==> src/rtl/shot_pkg.sv <==
// Shared types and constants for the shot-clock scoreboard output stage.
// The state encoding, the 7-segment glyphs and the counter-width helper live here.
package shot_pkg;

   typedef enum logic [1:0] {
      IDLE = 2'd0,
      HORN = 2'd1,
      COOL = 2'd2
   } state_t;

   // Active-high segments, bit 0 = a ... bit 6 = g
   localparam logic [6:0] SEG_0    = 7'h3F;
   localparam logic [6:0] SEG_1    = 7'h06;
   localparam logic [6:0] SEG_2    = 7'h5B;
   localparam logic [6:0] SEG_3    = 7'h4F;
   localparam logic [6:0] SEG_4    = 7'h66;
   localparam logic [6:0] SEG_5    = 7'h6D;
   localparam logic [6:0] SEG_6    = 7'h7D;
   localparam logic [6:0] SEG_7    = 7'h07;
   localparam logic [6:0] SEG_8    = 7'h7F;
   localparam logic [6:0] SEG_9    = 7'h6F;
   localparam logic [6:0] SEG_DASH = 7'h40;
   localparam logic [6:0] SEG_OFF  = 7'h00;

   // Counter width for a modulus, never narrower than one bit
   function automatic int cnt_width(input int modulus);
      if (modulus > 1) begin
         return $clog2(modulus);
      end else begin
         return 1;
      end
   endfunction

endpackage

==> src/rtl/seg7_decode.sv <==
// Combinational BCD-to-7-segment decoder; values above 9 show a dash.
module seg7_decode
   import shot_pkg::*;
(
   input  logic [3:0] digit,
   output logic [6:0] seg
);

   // Glyph lookup
   always_comb begin
      seg = SEG_DASH;
      case (digit)
         4'd0:    seg = SEG_0;
         4'd1:    seg = SEG_1;
         4'd2:    seg = SEG_2;
         4'd3:    seg = SEG_3;
         4'd4:    seg = SEG_4;
         4'd5:    seg = SEG_5;
         4'd6:    seg = SEG_6;
         4'd7:    seg = SEG_7;
         4'd8:    seg = SEG_8;
         4'd9:    seg = SEG_9;
         default: seg = SEG_DASH;
      endcase
   end

endmodule

==> src/rtl/shot_annunciator.sv <==
// Scoreboard output stage: registered digit plus a timed, tone-modulated horn
// fired on the buzz rising edge; the digit blinks while the horn sounds.
module shot_annunciator #(
   parameter int TONE_DIV    = 4,
   parameter int BUZZ_CYCLES = 16,
   parameter int BLINK_DIV   = 8
) (
   input  logic       clk,
   input  logic       rst_n,
   input  logic [3:0] count,
   input  logic       shoot,
   input  logic       buzz,
   output logic [6:0] seg,
   output logic       horn,
   output logic       busy
);
   import shot_pkg::*;

   localparam int TONE_W  = cnt_width(TONE_DIV);
   localparam int DUR_W   = cnt_width(BUZZ_CYCLES);
   localparam int BLINK_W = cnt_width(BLINK_DIV);

   localparam logic [TONE_W-1:0]  TONE_LAST  = TONE_W'(TONE_DIV - 1);
   localparam logic [DUR_W-1:0]   DUR_LAST   = DUR_W'(BUZZ_CYCLES - 1);
   localparam logic [BLINK_W-1:0] BLINK_LAST = BLINK_W'(BLINK_DIV - 1);

   state_t             state_r;
   logic               buzz_dly_r;
   logic               shoot_dly_r;
   logic [DUR_W-1:0]   dur_cnt_r;
   logic [TONE_W-1:0]  tone_cnt_r;
   logic [BLINK_W-1:0] blink_cnt_r;
   logic               blink_ph_r;
   logic               horn_r;
   logic               busy_r;
   logic [6:0]         seg_r;

   logic               buzz_rise_s;
   logic               shoot_rise_s;
   logic               tone_wrap_s;
   logic               blink_wrap_s;
   logic               dur_done_s;
   logic               blink_ph_next_s;
   logic [6:0]         digit_s;

   seg7_decode u_decode (
      .digit (count),
      .seg   (digit_s)
   );

   // Edge detection and counter terminal-count flags
   always_comb begin
      buzz_rise_s     = buzz & ~buzz_dly_r;
      shoot_rise_s    = shoot & ~shoot_dly_r;
      tone_wrap_s     = (tone_cnt_r == TONE_LAST);
      blink_wrap_s    = (blink_cnt_r == BLINK_LAST);
      dur_done_s      = (dur_cnt_r == DUR_LAST);
      blink_ph_next_s = blink_ph_r ^ blink_wrap_s;
   end

   // FSM, counters, edge registers and registered outputs
   always_ff @(posedge clk or negedge rst_n) begin
      if (!rst_n) begin
         state_r     <= IDLE;
         buzz_dly_r  <= 1'b0;
         shoot_dly_r <= 1'b0;
         dur_cnt_r   <= '0;
         tone_cnt_r  <= '0;
         blink_cnt_r <= '0;
         blink_ph_r  <= 1'b0;
         horn_r      <= 1'b0;
         busy_r      <= 1'b0;
         seg_r       <= SEG_OFF;
      end else begin
         buzz_dly_r  <= buzz;
         shoot_dly_r <= shoot;
         // Counters and blink phase rest at zero outside HORN; HORN overrides
         dur_cnt_r   <= '0;
         tone_cnt_r  <= '0;
         blink_cnt_r <= '0;
         blink_ph_r  <= 1'b0;
         horn_r      <= 1'b0;
         seg_r       <= digit_s;
         case (state_r)
            IDLE: begin
               if (shoot_rise_s) begin
                  state_r <= IDLE;
                  busy_r  <= 1'b0;
               end else if (buzz_rise_s) begin
                  state_r <= HORN;
                  horn_r  <= 1'b1;
                  busy_r  <= 1'b1;
               end else begin
                  state_r <= IDLE;
                  busy_r  <= 1'b0;
               end
            end
            HORN: begin
               if (shoot_rise_s) begin
                  state_r <= IDLE;
                  busy_r  <= 1'b0;
               end else if (dur_done_s) begin
                  state_r <= COOL;
                  busy_r  <= 1'b1;
               end else begin
                  state_r     <= HORN;
                  busy_r      <= 1'b1;
                  dur_cnt_r   <= dur_cnt_r + DUR_W'(1);
                  tone_cnt_r  <= tone_wrap_s  ? '0 : tone_cnt_r + TONE_W'(1);
                  blink_cnt_r <= blink_wrap_s ? '0 : blink_cnt_r + BLINK_W'(1);
                  horn_r      <= tone_wrap_s ? ~horn_r : horn_r;
                  blink_ph_r  <= blink_ph_next_s;
                  seg_r       <= blink_ph_next_s ? SEG_OFF : digit_s;
               end
            end
            COOL: begin
               // Hold off a retrigger until buzz has been seen low
               if (shoot_rise_s || !buzz) begin
                  state_r <= IDLE;
                  busy_r  <= 1'b0;
               end else begin
                  state_r <= COOL;
                  busy_r  <= 1'b1;
               end
            end
            default: begin
               state_r <= IDLE;
               busy_r  <= 1'b0;
            end
         endcase
      end
   end

   assign seg  = seg_r;
   assign horn = horn_r;
   assign busy = busy_r;

endmodule

==> config.mk <==
export PLATFORM = sky130hd
export DESIGN_NAME = shot_annunciator
export DESIGN_NICKNAME = d
export VERILOG_FILES = /design/src/rtl/shot_pkg.sv /design/src/rtl/seg7_decode.sv /design/src/rtl/shot_annunciator.sv
export SDC_FILE = /design/constraint.sdc
export NUM_CORES = 1
export LEC_CHECK = 0
export CAP_MARGIN = 20
export CORE_UTILIZATION = 33
export CTS_CLUSTER_DIAMETER = 40
export DETAILED_ROUTE_END_ITERATION = 8
export SLEW_MARGIN = 0
export SYNTH_ARGS = -nofsm -noshare
export SYNTH_HDL_FRONTEND = slang
export SYNTH_SLANG_ARGS = --single-unit
==> constraint.sdc <==
create_clock -name clk -period 2.35 [get_ports clk]
set_clock_uncertainty 0.2 [all_clocks]
set_input_delay 0.5875 -clock clk [delete_from_list [all_inputs] [get_ports clk]]
set_output_delay 0.5875 -clock clk [all_outputs]
set_load 0.05 [all_outputs]
# Yosys cells after proc, flatten, opt, wreduce, memory -nomap -nowiden
# Memory sizes are Yosys's and may differ from the RTL's.
# Index checks and enable logic that the tools add are counted.
# totals
inputBits	8
romBits	112
ram_bits	0
output_inout_bits	9
reg_bits	23
latch_bits	0
word_cells	62
memories	1
# op_classes
n_div	0
bitwise_logic	6
mux	33
multipliers	0
order_cmp	0
reduce_logical	3
addsub	3
n_eq_ne	6
shifts	0
# mem_list
memory	depth	width	rd	rd_clocked_by_memory_dff	wr	line	rtl
(no name shown)	16	7	1	0	0	seg7_decode.sv:12	case (digit)
# ops
op	n
$mux W7	4
$mux W2	7
$mux W1	12
$mux W3	4
$mux W4	3
$pmux W2 S3	1
$add A4 B1 Y4 const B	1
$eq A2 B2 Y1 const B	2
$eq A4 B4 Y1 const B	1
$ne A4 B4 Y1 const B	1
$add A3 B1 Y3 const B	1
$eq A3 B3 Y1 const B	1
$not A1 Y1	3
$pmux W1 S3	1
$add A2 B1 Y2 const B	1
$and A1 B1 Y1	2
$eq A2 B1 Y1 const B	1
$logic_not A2 Y1	1
$pmux W1 S2	1
$logic_not A1 Y1	1
$logic_or A1 B1 Y1	1
$xor A1 B1 Y1	1

# Logic depth before layout (Yosys ltp)
# Gate-level depths: netlist (run 1).
# logic_depth
depth_word	6
ltp_mapped	5
depth_no_buf	5

# Modules after synthesis
# From an unflattened synthesis (run 1), not the netlist that was laid out.
# unflattened
cells_unflattened	100
area_unflattened_um2	1136.1
# by_module_without_submodules
module	cells_each	seq_area_each_um2	n_inst	area_per_inst_um2
shot_annunciator	71	575.6	1	910.9
seg7_decode	29	0.0	1	225.2

# Least setup slack after synthesis (run 1)
# OpenSTA, ideal clock, no wires.
# synth_path
path_kind	register -> register
startpoint	reg dur_cnt_r[0]
endpoint	reg blink_cnt_r[1]
period_less_slack_ps	1723
required_ps	2070
path_slack_ps	627
n_path_buf	1
arrival_time_ps	1443
setup_time_ps	80
path_stages_with_launch	6
cell_sequence	dfrtp_1 ha_1 and3_4 or3_4 buf_6 nor3b_2
# synth_via
elab_chain_cells	4
# synth_rtl
element	line	rtl
start: declaration	shot_annunciator.sv:30	logic [DUR_W-1:0] dur_cnt_r;
start signal: assignment	shot_annunciator.sv:108	dur_cnt_r <= dur_cnt_r + DUR_W'(1);
$eq A4 B4 Y1	shot_annunciator.sv:57	dur_done_s = (dur_cnt_r == DUR_LAST);
$mux W3	shot_annunciator.sv:102	end else if (dur_done_s) begin
$mux W3	shot_annunciator.sv:99	if (shoot_rise_s) begin
$mux W3	shot_annunciator.sv:84	case (state_r)
end signal: assignment	shot_annunciator.sv:110	blink_cnt_r <= blink_wrap_s ? '0 : blink_cnt_r + BLINK_W'(1);
end: declaration	shot_annunciator.sv:32	logic [BLINK_W-1:0] blink_cnt_r;
# Every way passes these cells.
# A chain may end at the register's enable or synchronous reset.

# Worst setup path in the final report (run 1)
# layout_path
startpoint	reg horn_r (netlist: horn)
endpoint	out horn
# layout_rtl
element	line	rtl
start: declaration	shot_annunciator.sv:34	logic horn_r;
start signal: assignment	shot_annunciator.sv:111	horn_r <= tone_wrap_s ? ~horn_r : horn_r;
end: declaration	shot_annunciator.sv:14	output logic horn,
# No word-level cell between the ends.

==> impl_results.md, run 1 <==
- Outcome: completed
- Int Pwr: 0.5739 mW
- Min Tclk post-route: 2.296 ns
- Slew headroom: 0.6590
- Worst-path clk slew: 0.13 ns
- Clock latency on the worst-skew pair: 0.31 ns
- Layout Nets: 133
- Hold Path Depth: 1
- Area of the mapped netlist: 1096 um2
- Placed insts: 155
- Setup crit start kind: register
- FF-to-FF End: seg[5]
- DPL Wire Length: 1.331 mm
- # Post-CTS Setup Buffers: 0
- # setup viols final: 0
- Hold WS: 0.2579 ns
- Clock Sinks: 23
- Worst VDD drop: 0.1745 mV
- Vias in the first global route: 693
- EDFF count, synth: 0
- Via count: 711
- Layout Area Growth over Synthesis: 21.80%
- Seq cells post-synth: 23
- Finished Core Util: 0.4302
- Die X: 59.63 um
- Number of buffers created by CTS: 3
- CTS max path bufs: 2
- Net Sw Frac: 0.3068
- Hold/Removal Path Class: register to register
- Total GRT Usage: 0.1124
- Pwr dens: 620.1 nW/um2
- Hold Fails Final Rpt: 0
- Gate power share: 0.241
- Buffers on Ports: 16
- Syn Area/Cell: 11.42 um2
- Multi-input gate area: 479.2 um2
- Initial antenna violation count: 0
- Commonest non-fill, non-tap cell in the layout: dfrtp_1
- GP Congestion: 0.8174
- Post-synth ARST share: 1.000
- Initial DRC count: 18
- Critical hold path startpoint: tone_cnt_r[0]
- Switching pwr: 0.2540 mW
- Worst endpoint required time: 1.56 ns
- Final clock period utilization by the worst path: 0.9769
- Total die area: 3556 um2
- TritonCTS clock tree: yes
- Cts repair resizes: 0
- Post-route insts no fill: 159
- DRC viols: 0
- Max FO, Critical Path: 3
- Setup TNS: 0 ns
- Core ar.: 3103 um2
- Leakage power: 0.6067 nW
- Maximum number of pins on one net before global-route repair: 24
- Synth cell types: 33
- Clock power frac: 0.215
- RSZ-0062 raised after global routing: false
- Fmax: 435.6 MHz
- I/O pin cnt: 17
- CP endpoint kind: output pin
- Max incr delay on CP: 0.81 ns
- Slew Viols, Final: 0
- # fillers: 308
- Least-Margin Pin Slew: 0.5099 ns
- Family with the most delay on the worst path: buffers and inverters
- Type of the worst setup path: register to output pin
- Ys flop type: dfrtp_1
- Post-synthesis cell count: 96
- Maxcap violations: 0
- Wirelength per Cell: 10.93 um
- Die Y: 59.63 um
- Synth warn: 0
- R2R Setup Slk: 0.57 ns
- Slowest CP cell: clkdlybuf4s50_1
- Crit-path cells: clkdlybuf4s50_1
- Fraction of layout cells with a size suffix above 1: 0.1130
- Global route overflow: 0
- Register area: 575.6 um2
- Min-Delay Endpoint: tone_cnt_r[0]
- Placement Rows: 20
- Seq/Total Area, Yosys: 0.5251
- Critical path data arrival time: 1.51 ns
- Mapped Nets: 113
- Clock root cell: clkbuf_4
- Hold-fix buffers, CTS: 0
- ANT nets after route: 0
- DRT Pass-1 Iters: 4
- Most frequent cells in the layout: 23 x dfrtp_1, 16 x clkdlybuf4s50_1, 10 x nor2_1, 9 x ha_1, 6 x inv_1
- H-tree Lvls: 1
- Launching point of the worst reg2reg path: blink_cnt_r[0]
- Buf+Inv Stages, Crit Path: 1
- Global-route wire length before repair: 2.925 mm
- WL final: 1.738 mm
- # diodes: 0
- Part of the power in registers: 0.544
- Starting Density: 0.3532
- R2R cell count: 5
- Vias per inst: 4.472
## metal layers
layer  global-route usage  up-vias  part of all wire
li1                     -      361                 -
met4              0.06977        0             0.011
met5                    0        -                 0
met2               0.1878       11              0.51
met1               0.1350      337              0.45
met3              0.01747        2             0.029
## cell type report
cell class                      instances  share of cell area
Multi-Input combinational cell         64              0.3590
Inverter                                6             0.01687
Tap cell                               44             0.04124
Sequential cell                        23              0.4311
Clock inverter                          1            0.003749
Clock buffer                            3             0.01687
Timing Repair Buffer                   18              0.1312
## synth_stat cells, types with 2 or more instances
| master | n | area share |
|---|---|---|
| dfrtp_1 | 23 | 0.53 |
| nor2_1 | 10 | 0.034 |
| ha_1 | 9 | 0.10 |
| inv_1 | 6 | 0.021 |
| a21oi_1 | 5 | 0.023 |
| o21ai_0 | 4 | 0.018 |
| nand2_1 | 3 | 0.010 |
| nand2b_1 | 3 | 0.017 |
| nor2b_1 | 3 | 0.017 |
| clkbuf_1 | 2 | 0.0069 |
| nand3_1 | 2 | 0.0091 |
| nand3b_1 | 2 | 0.014 |
| nor3_1 | 2 | 0.0091 |
| o21a_1 | 2 | 0.014 |
| xnor2_1 | 2 | 0.016 |
## worst max path at each step
stage / start / end / slack (ns) / cells past startpoint
4_1_cts: horn / horn / 0.04 / 1
3_3_place_gp: count[0] / seg[1] / 0.17 / 5
3_5_place_dp: count[0] / seg[1] / 0.17 / 5
6_report: horn / horn / 0.05 / 1
5_1_grt: horn / horn / 0.007 / 1
2_1_floorplan: dur_cnt_r[0] / blink_cnt_r[1] / 0.63 / 5
## flip-flops by register name, indices dropped and copies added, names as in the netlist
name         count
buzz_dly_r       1
dur_cnt_r        4
blink_cnt_r      3
state_r          2
tone_cnt_r       2
horn             1
shoot_dly_r      1
seg              7
busy             1
blink_ph_r       1
## power by group through the flow
stage               Clock, mW  Sequential [mW]  Combinational, mW
finish                  0.178            0.451              0.199
global route            0.195            0.454              0.219
CTS                     0.184            0.451              0.203
detailed placement          0            0.459              0.203
global placement            0            0.458              0.199
floorplan                   0            0.510             0.0823
## through the flow
step	power, mW	setup slack (ns)	cell area (um2)
4_1_cts	0.8381	0.03807	1335
3_5_place_dp	0.6615	0.1697	1308
2_1_floorplan	0.5925	0.6269	1096
3_3_place_gp	0.6568	0.1719	1308
6_report	0.8279	0.05420	1335
5_1_grt	0.8679	0.007465	1335
## kinds of logic after synthesis
kind of cell / Yosys count / share of synthesized area
and+or+nand+nor: 35 / 0.2135
DFF: 23 / 0.5251
AOI/OAI and AO/OA: 16 / 0.08790
buffers and inverters: 9 / 0.03767
adders and majority gates: 9 / 0.1027
xor gates and xnor gates: 3 / 0.02398
muxes: 1 / 0.009133
Power figures use the tool's default switching activity.
==> run 2: changes to the inputs <==
--- a/config.mk
+++ b/config.mk
@@ -5,6 +5,7 @@
 export SDC_FILE = /design/constraint.sdc
 export NUM_CORES = 1
 export LEC_CHECK = 0
+export ABC_CLOCK_PERIOD_IN_PS = 2350
 export CAP_MARGIN = 20
 export CORE_UTILIZATION = 33
 export CTS_CLUSTER_DIAMETER = 40
==> results of run 2 <==
The final DEF is identical to that of run 1; final timing and power are the same.
